--- config.mk ---
export PLATFORM = sky130hd
export DESIGN_NAME = mc_ctrl
export DESIGN_NICKNAME = d
export VERILOG_FILES = /design/src/rtl/mc_pkg.sv /design/src/rtl/mc_alu_dec.sv /design/src/rtl/mc_ctrl.sv
export SDC_FILE = /design/constraint.sdc
export NUM_CORES = 1
export LEC_CHECK = 0
export BUFFER_PORTS_ARGS = -buffer_cell sky130_fd_sc_hd__buf_4
export CAP_MARGIN = 15
export CORE_ASPECT_RATIO = 0.9
export CORE_MARGIN = 3
export CORE_UTILIZATION = 25
export DETAILED_ROUTE_END_ITERATION = 10
export SLEW_MARGIN = 30
export SYNTH_ARGS = -nofsm -noshare
export SYNTH_HDL_FRONTEND = slang
export SYNTH_HIERARCHICAL = 1
export SYNTH_SLANG_ARGS = --single-unit
--- constraint.sdc ---
create_clock -name clk -period 1.8 [get_ports clk]
set_input_delay 0.09 -clock clk [delete_from_list [all_inputs] [get_ports clk]]
set_output_delay 0.09 -clock clk [all_outputs]
set_load 0.1 [all_outputs]
--- src/rtl/mc_pkg.sv ---
// Shared constants and state encoding for the multicycle control unit.
package mc_pkg;

   localparam logic [5:0] OP_RTYPE = 6'b000000;
   localparam logic [5:0] OP_ORI   = 6'b001101;
   localparam logic [5:0] OP_LUI   = 6'b001111;
   localparam logic [5:0] OP_LW    = 6'b100011;
   localparam logic [5:0] OP_SW    = 6'b101011;
   localparam logic [5:0] OP_BEQ   = 6'b000100;
   localparam logic [5:0] OP_J     = 6'b000010;

   localparam logic [5:0] FN_ADDU  = 6'b100001;
   localparam logic [5:0] FN_SUBU  = 6'b100011;

   localparam logic [2:0] ALU_ADD   = 3'b010;
   localparam logic [2:0] ALU_SUB   = 3'b110;
   localparam logic [2:0] ALU_OR    = 3'b001;
   localparam logic [2:0] ALU_PASSB = 3'b000;

   typedef enum logic [3:0] {
      FETCH  = 4'd0,
      DECODE = 4'd1,
      EXE_R  = 4'd2,
      EXE_I  = 4'd3,
      ADDR   = 4'd4,
      MEM_RD = 4'd5,
      MEM_WR = 4'd6,
      WB_R   = 4'd7,
      WB_I   = 4'd8,
      WB_M   = 4'd9,
      BR     = 4'd10
   } state_t;

   // States that hold a memory request open until mem_ready.
   function automatic logic is_mem_state(state_t s);
      return (s == FETCH) || (s == MEM_RD) || (s == MEM_WR);
   endfunction

endpackage

--- src/rtl/mc_alu_dec.sv ---
// ALU operand/operation decode: maps the current state and IR fields to
// alu_ctr, operand selects and immediate extension mode.
module mc_alu_dec
   import mc_pkg::*;
(
   input  logic [3:0] i_state,
   input  logic [5:0] i_op,
   input  logic [5:0] i_funct,
   output logic [2:0] o_alu_ctr,
   output logic       o_alu_src_a,
   output logic [1:0] o_alu_src_b,
   output logic [1:0] o_ext_op
);

   state_t w_state;
   assign w_state = state_t'(i_state);

   always_comb begin
      o_alu_ctr   = ALU_PASSB;
      o_alu_src_a = 1'b0;
      o_alu_src_b = 2'b00;
      o_ext_op    = 2'b00;
      case (w_state)
         FETCH: begin
            o_alu_src_b = 2'b01;
            o_alu_ctr   = ALU_ADD;
         end
         DECODE: begin
            // Branch target precomputed speculatively into ALUOut.
            o_alu_src_b = 2'b11;
            o_ext_op    = 2'b01;
            o_alu_ctr   = ALU_ADD;
         end
         EXE_R: begin
            o_alu_src_a = 1'b1;
            o_alu_ctr   = (i_funct == FN_SUBU) ? ALU_SUB : ALU_ADD;
         end
         EXE_I: begin
            o_alu_src_a = 1'b1;
            o_alu_src_b = 2'b10;
            if (i_op == OP_LUI) begin
               o_ext_op  = 2'b10;
               o_alu_ctr = ALU_PASSB;
            end else begin
               o_ext_op  = 2'b00;
               o_alu_ctr = ALU_OR;
            end
         end
         ADDR: begin
            o_alu_src_a = 1'b1;
            o_alu_src_b = 2'b10;
            o_ext_op    = 2'b01;
            o_alu_ctr   = ALU_ADD;
         end
         BR: begin
            o_alu_src_a = 1'b1;
            o_alu_ctr   = ALU_SUB;
         end
         default: ;
      endcase
   end

endmodule

--- src/rtl/mc_ctrl.sv ---
// Multicycle CPU control FSM with memory handshake and optional timeout.
// Define MC_CTRL_PERF_EN to add retired/cycles performance counters.
module mc_ctrl
   import mc_pkg::*;
#(
   parameter int MEM_TIMEOUT = 0
) (
   input  logic        clk,
   input  logic        rst_n,
   input  logic [5:0]  op,
   input  logic [5:0]  funct,
   input  logic        zero,
   input  logic        mem_ready,
   output logic        mem_req,
   output logic        mem_we,
   output logic        pc_wr,
   output logic [1:0]  pc_src,
   output logic        ir_wr,
   output logic        mdr_wr,
   output logic        reg_wr,
   output logic        reg_dst,
   output logic        mem_to_reg,
   output logic        alu_src_a,
   output logic [1:0]  alu_src_b,
   output logic [1:0]  ext_op,
   output logic [2:0]  alu_ctr,
   output logic        illegal,
   output logic        err,
   output logic [3:0]  dbg_state
`ifdef MC_CTRL_PERF_EN
   ,
   output logic [31:0] retired,
   output logic [31:0] cycles
`endif
);

   state_t      r_state;
   state_t      w_next;
   logic [31:0] r_cnt;
   logic        r_err;
   logic        w_wait;
   logic        w_timeout;
   logic [2:0]  w_alu_ctr;
   logic        w_alu_src_a;
   logic [1:0]  w_alu_src_b;
   logic [1:0]  w_ext_op;

   mc_alu_dec u_alu_dec (
      .i_state     (r_state),
      .i_op        (op),
      .i_funct     (funct),
      .o_alu_ctr   (w_alu_ctr),
      .o_alu_src_a (w_alu_src_a),
      .o_alu_src_b (w_alu_src_b),
      .o_ext_op    (w_ext_op)
   );

   assign w_wait = is_mem_state(r_state) && !mem_ready;

   generate
      if (MEM_TIMEOUT > 0) begin : g_tmo
         assign w_timeout = w_wait && (r_cnt == 32'(MEM_TIMEOUT - 1));
      end else begin : g_no_tmo
         assign w_timeout = 1'b0;
      end
   endgenerate

   always_ff @(posedge clk or negedge rst_n) begin
      if (!rst_n) begin
         r_state <= FETCH;
         r_cnt   <= '0;
         r_err   <= 1'b0;
      end else begin
         r_state <= w_next;
         r_cnt   <= (w_wait && !w_timeout) ? r_cnt + 32'd1 : '0;
         if (w_timeout) r_err <= 1'b1;
      end
   end

   // Everything is held at zero while rst_n is low, including the selects.
   always_comb begin
      w_next     = r_state;
      mem_req    = 1'b0;
      mem_we     = 1'b0;
      pc_wr      = 1'b0;
      pc_src     = 2'b00;
      ir_wr      = 1'b0;
      mdr_wr     = 1'b0;
      reg_wr     = 1'b0;
      reg_dst    = 1'b0;
      mem_to_reg = 1'b0;
      illegal    = 1'b0;
      alu_ctr    = 3'b000;
      alu_src_a  = 1'b0;
      alu_src_b  = 2'b00;
      ext_op     = 2'b00;
      if (rst_n) begin
         alu_ctr   = w_alu_ctr;
         alu_src_a = w_alu_src_a;
         alu_src_b = w_alu_src_b;
         ext_op    = w_ext_op;
         case (r_state)
            FETCH: begin
               mem_req = 1'b1;
               if (mem_ready) begin
                  ir_wr  = 1'b1;
                  pc_wr  = 1'b1;
                  w_next = DECODE;
               end
            end
            DECODE: begin
               case (op)
                  OP_J: begin
                     pc_wr  = 1'b1;
                     pc_src = 2'b10;
                     w_next = FETCH;
                  end
                  OP_BEQ:        w_next = BR;
                  OP_LW, OP_SW:  w_next = ADDR;
                  OP_ORI, OP_LUI: w_next = EXE_I;
                  OP_RTYPE: begin
                     if (funct == FN_ADDU || funct == FN_SUBU) begin
                        w_next = EXE_R;
                     end else begin
                        illegal = 1'b1;
                        w_next  = FETCH;
                     end
                  end
                  default: begin
                     illegal = 1'b1;
                     w_next  = FETCH;
                  end
               endcase
            end
            EXE_R: w_next = WB_R;
            EXE_I: w_next = WB_I;
            ADDR:  w_next = (op == OP_SW) ? MEM_WR : MEM_RD;
            MEM_RD: begin
               mem_req = 1'b1;
               if (mem_ready) begin
                  mdr_wr = 1'b1;
                  w_next = WB_M;
               end
            end
            MEM_WR: begin
               mem_req = 1'b1;
               mem_we  = 1'b1;
               if (mem_ready) w_next = FETCH;
            end
            WB_R: begin
               reg_wr  = 1'b1;
               reg_dst = 1'b1;
               w_next  = FETCH;
            end
            WB_I: begin
               reg_wr = 1'b1;
               w_next = FETCH;
            end
            WB_M: begin
               reg_wr     = 1'b1;
               mem_to_reg = 1'b1;
               w_next     = FETCH;
            end
            BR: begin
               pc_wr  = zero;
               pc_src = 2'b01;
               w_next = FETCH;
            end
            default: w_next = FETCH;
         endcase
         if (w_timeout) w_next = FETCH;
      end
   end

   assign err       = r_err;
   assign dbg_state = r_state;

`ifdef MC_CTRL_PERF_EN
   logic [31:0] r_retired;
   logic [31:0] r_cycles;
   logic        w_retire;

   // Illegal and timeout exits return to FETCH without completing an instruction.
   assign w_retire = (r_state != FETCH) && (w_next == FETCH) && !illegal && !w_timeout;

   always_ff @(posedge clk or negedge rst_n) begin
      if (!rst_n) begin
         r_retired <= '0;
         r_cycles  <= '0;
      end else begin
         r_cycles <= r_cycles + 32'd1;
         if (w_retire) r_retired <= r_retired + 32'd1;
      end
   end

   assign retired = r_retired;
   assign cycles  = r_cycles;
`endif

endmodule
Word level (Yosys, flattened, before mapping). Cells that the tools add are included.

Register bits after elaboration: 4. Bits of input ports: 16. Output and inout port bits: 24. Logic and storage cells: 78.

Equal/unequal tests: 21. Mux-type cells: 43. Reductions and logical operators: 13.

Operator list (number): 4-bit case mux with 7 select lines (1); 6-bit equality test (second input constant) (4); 1-bit two-way mux (23); 4-bit by 3-bit equality test with 1-bit output (second input constant) (4); 4-bit case mux with 4 select lines (1); 2-bit two-way mux (7); 4-bit equality test (second input constant) (3); 6-bit by 4-bit equality test with 1-bit output (second input constant) (2); 4-bit two-way mux (3); 3-bit case mux with 4 select lines (1); 3-bit OR reduction (3); 4-bit by 2-bit equality test with 1-bit output (second input constant) (2); 2-bit case mux with 2 select lines (2); 2-bit OR reduction (4); 6-bit by 2-bit equality test with 1-bit output (second input constant) (1); 6-bit by 3-bit equality test with 1-bit output (second input constant) (1); 6-bit zero test (1); 3-bit two-way mux (2); 2-bit inequality test (second input constant) (3); 2-bit case mux with 3 select lines (1); 6-bit OR reduction (1); 4-bit by 1-bit equality test with 1-bit output (second input constant) (1); 4-bit zero test (1); 4-bit AND reduction (1); other kinds (4) (4).

Longest topological paths before layout.
Depth in word-level cells: 6. Mapped depth: 5. Depth with buffers taken out: 4.

By module. The synthesis kept the hierarchy.

By module, submodules not included: mc_ctrl (times used 1, cells each 83, area each 628.1 um^2); mc_alu_dec (times used 1, cells each 23, area each 162.7 um^2).

Worst setup path after synthesis. No wires, ideal clock.

Path kind: reg-to-output. From: register r_state[1] (netlist: dbg_state[1]). To: output pc_wr. Data arrival time: 4.745 ns. Data required time: 1.710 ns. Path slack: -3.035 ns. Stages on the path, launching flop included: 6. Cells stage by stage: dfrtp_1 buf_4 nand2b_1 nor3_1 nand2_1 o21ai_1.

Cells in the longest elaborated chain, start to end: 3. Elaborated cells on any way between the ends: 5. Classes of those cells: 2 x eq/ne; 2 x mux; 1 x reduce/logical.

RTL lines: from (decl) (line mc_ctrl.sv:37) `state_t r_state;`; from (signal assigned) (line mc_ctrl.sv:74) `r_state <= w_next;`; 4-bit equality test (tied with other cells) (line mc_ctrl.sv:102) `case (r_state)`; 1-bit case mux with 3 select lines (*) (line mc_ctrl.sv:102); 1-bit two-way mux (*) (line mc_ctrl.sv:97) `if (rst_n) begin`; to (decl) (line mc_ctrl.sv:16) `output logic pc_wr,`.

Every way passes the cells marked *; elsewhere a longest branch is shown, timed or not.

Final worst setup path.
From: register r_state[2] (netlist: dbg_state[2]). To: output ext_op[1].

Cells in the longest elaborated chain, start to end: 4. Elaborated cells on any way between the ends: 6. Classes of those cells: 3 x eq/ne; 2 x mux; 1 x reduce/logical.

RTL lines: 4-bit by 1-bit equality test with 1-bit output or 4-bit by 3-bit equality test with 1-bit output (tied branches) (line mc_alu_dec.sv:23) `case (w_state)`; 2-bit OR reduction (no line); 2-bit case mux with 2 select lines (*) (line mc_alu_dec.sv:23); via w_ext_op[1] (line mc_ctrl.sv:46) `logic [1:0] w_ext_op;`; 2-bit two-way mux (*) (line mc_ctrl.sv:97); to (decl) (line mc_ctrl.sv:25) `output logic [1:0] ext_op,`.

Mark *: on every way through the listed nets, which the timed path passes. The rest lies on a longest branch.

==> qor.yml <==
outcome: "finished, violations left"
violations: "setup timing"
ys_warn_count: 6
synth-seq-cells: 4
clock_skew_ns: 0.00197
first_iter_violations: 34
grt-busiest-layer: "met2"
grt_overflow: 0
syn_inst: 106
clkLatencyLatePin_ns: 0.24
finalHoldViolCount: 0
largest_reg_flops: 4
use_met1_pct: 17.9
viasPerCell: 5.08
layout-drive-gt1-share_pct: 61.1
die_h_um: 59.4
final.hold.worst_slack_ns: 0.192
antenna_cells: 0
start_util_pct: 27.4
peakVddDrop_v: 0.000655
yosysUniqueCellTypes: 44
gr-usage-met2_pct: 23.1
wl_per_cell_um: 13.8
place_inst: 181
fin_cells: 189
maxCapViolCount: 0
area_delta_synth_final_pct: 82.6
r2r_start: "dbg_state[3]"
grt_max_degree: 19
async_flop_share_pct: 100
drtPass1Iterations: 2
io_buffer_count: 38
clock-sinks: 4
required_ns: 1.71
cts_root_buf: "clkbuf_4"
mostFrequentLayoutCells: "buf_4 (33), buf_6 (8), and2_2 (6), nor3_1 (6), buf_12 (6)"
reg2reg_slack_ns: 0.16
synth-seq-area-share_pct: 12.7
cpPeakStageDelay_ns: 0.49
fp-row-count: 18
avgSynthCellArea_sq_um: 7.46
rsz0062_at_grt: "true"
fmax_mhz: 534
critPathMaxFanout: 5
cellPowerDensity_mw_per_mm2: 1670
worstSetupEndpoint: "ext_op[1]"
ant_nets: 0
grt_antenna_before_repair: 0
synth_nets: 122
boundaryPins: 40
clk_pin_slew_ns: 0.04
cp.arrival_ns: 1.78
leakagePower_nw: 0.613
gp_congestion: 0.830
cpMaxStageDelayCell: "dfrtp_4"
numCtsBuffers: 3
hp-class: "in2reg"
start_kind: "flip-flop"
crit_path_end_kind: "primary output"
track_usage_pct: 14.0
synthesis.area_sq_um: 791
grt_pass1_vias: 943
setup_viol: 3
fin_ws_ns: -0.0729
cts_tree: "yes"
period_share_pct: 104
critPathKind: "reg2out"
fp.coreArea_sq_mm: 0.00288
synth_edf_count: 0
final_common_cell: "buf_4"
n_fill_cell: 296
final_nets: 167
num_vias: 960
cp-startpoint: "dbg_state[2]"
r2r_end: "dbg_state[1]"
dieArea_sq_mm: 0.00387
synth_flop_cell: "dfrtp_1"
gr-usage-met3_pct: 4.74
grt_pass1_wl_um: 4280
htree_levels: 1
totalWireLength_um: 2600
die_x_um: 65.3
dp_hpwl_um: 1940
crit_chain: "nand2b_4, or3b_4, nor4_4, and2_4, buf_12"
clockBufferDepth: 2
reg2reg_depth: 5
drc: 0
drv_slew: 0
timing.final.crit_period_ns: 1.87
==> stage by stage <==
step                      TNS, ns  worst slack, ns  util (%)  instance area, sq um  total power, mW
final                      -0.105          -0.0729      50.1                  1440             2.42
after global routing       -0.380           -0.130      50.1                  1440             2.54
after CTS                 -0.0725          -0.0685      47.6                  1370             2.31
after detailed placement        0           0.0758      43.8                  1260             2.11
after global placement          0            0.116      43.8                  1260             2.12
after floorplan             -1.51           -0.505         -                   948             1.81
==> worst min-delay path by stage <==
stage               startpoint      endpoint  cells past startpoint
global placement         rst_n  dbg_state[3]                      2
CTS                      op[3]  dbg_state[0]                      3
global route             op[3]  dbg_state[0]                      3
finish                   op[3]  dbg_state[0]                      3
floorplan                rst_n  dbg_state[0]                      0
detailed placement       rst_n  dbg_state[3]                      2
==> report_power, final <==
group | total [mW] | internal, mW | switching [mW]
Sequential | 0.230 | 0.146 | 0.0845
Clock | 0.121 | 0.0752 | 0.0461
Combinational | 2.06 | 0.692 | 1.37
Total | 2.42 | 0.913 | 1.50
==> critical path, delay by kind of cell, from the launching register on <==
family / cells / cell delay (ns)
AND/OR/NAND/NOR: 4 / 0.88
flip-flops: 1 / 0.49
buffers and inverters: 1 / 0.16
==> Yosys cell counts, types with 3 or more instances <==
cell,n,area share [%]
and2_1,8,6.3
nor3_1,8,5.1
nand2_1,7,3.3
nor2_1,7,3.3
nor2b_1,6,4.7
a211o_1,4,4.4
buf_4,4,3.8
dfrtp_1,4,13
and3_1,3,2.4
buf_2,3,1.9
inv_1,3,1.4
nand2b_1,3,2.4
nor4b_1,3,3.3
o31ai_1,3,2.8
==> repair_timing <==
action                                 CTS  global route
pin swaps                                2             4
resized for setup                       16            15
hold buffers                             1             0
setup endpoints to repair               11            14
setup buffers                            2             2
endpoints found under the hold margin    4             0
==> layer usage <==
layer	vias up	share of wire, %
li1	479	-
met1	451	46
met2	28	48
met3	2	5.9
met4	0	0.81
met5	-	0
==> cell families after synthesis <==
group,share of synthesized area (%)
compound gates,20.7
other cells,0.474
buf+inv,8.07
mux,2.53
simple gates,53.3
flops,12.7
xor+xnor,2.22
==> cell type report <==
class	count	area, sq um	share of cell area, %
well taps	40	50.0	3.47
repair buffers	49	483	33.4
flip-flops and latches	4	115	7.97
multi-input cells	90	762	52.8
clock buffers	3	22.5	1.56
inverters	3	11.3	0.780
Power figures use the tool's default switching activity.
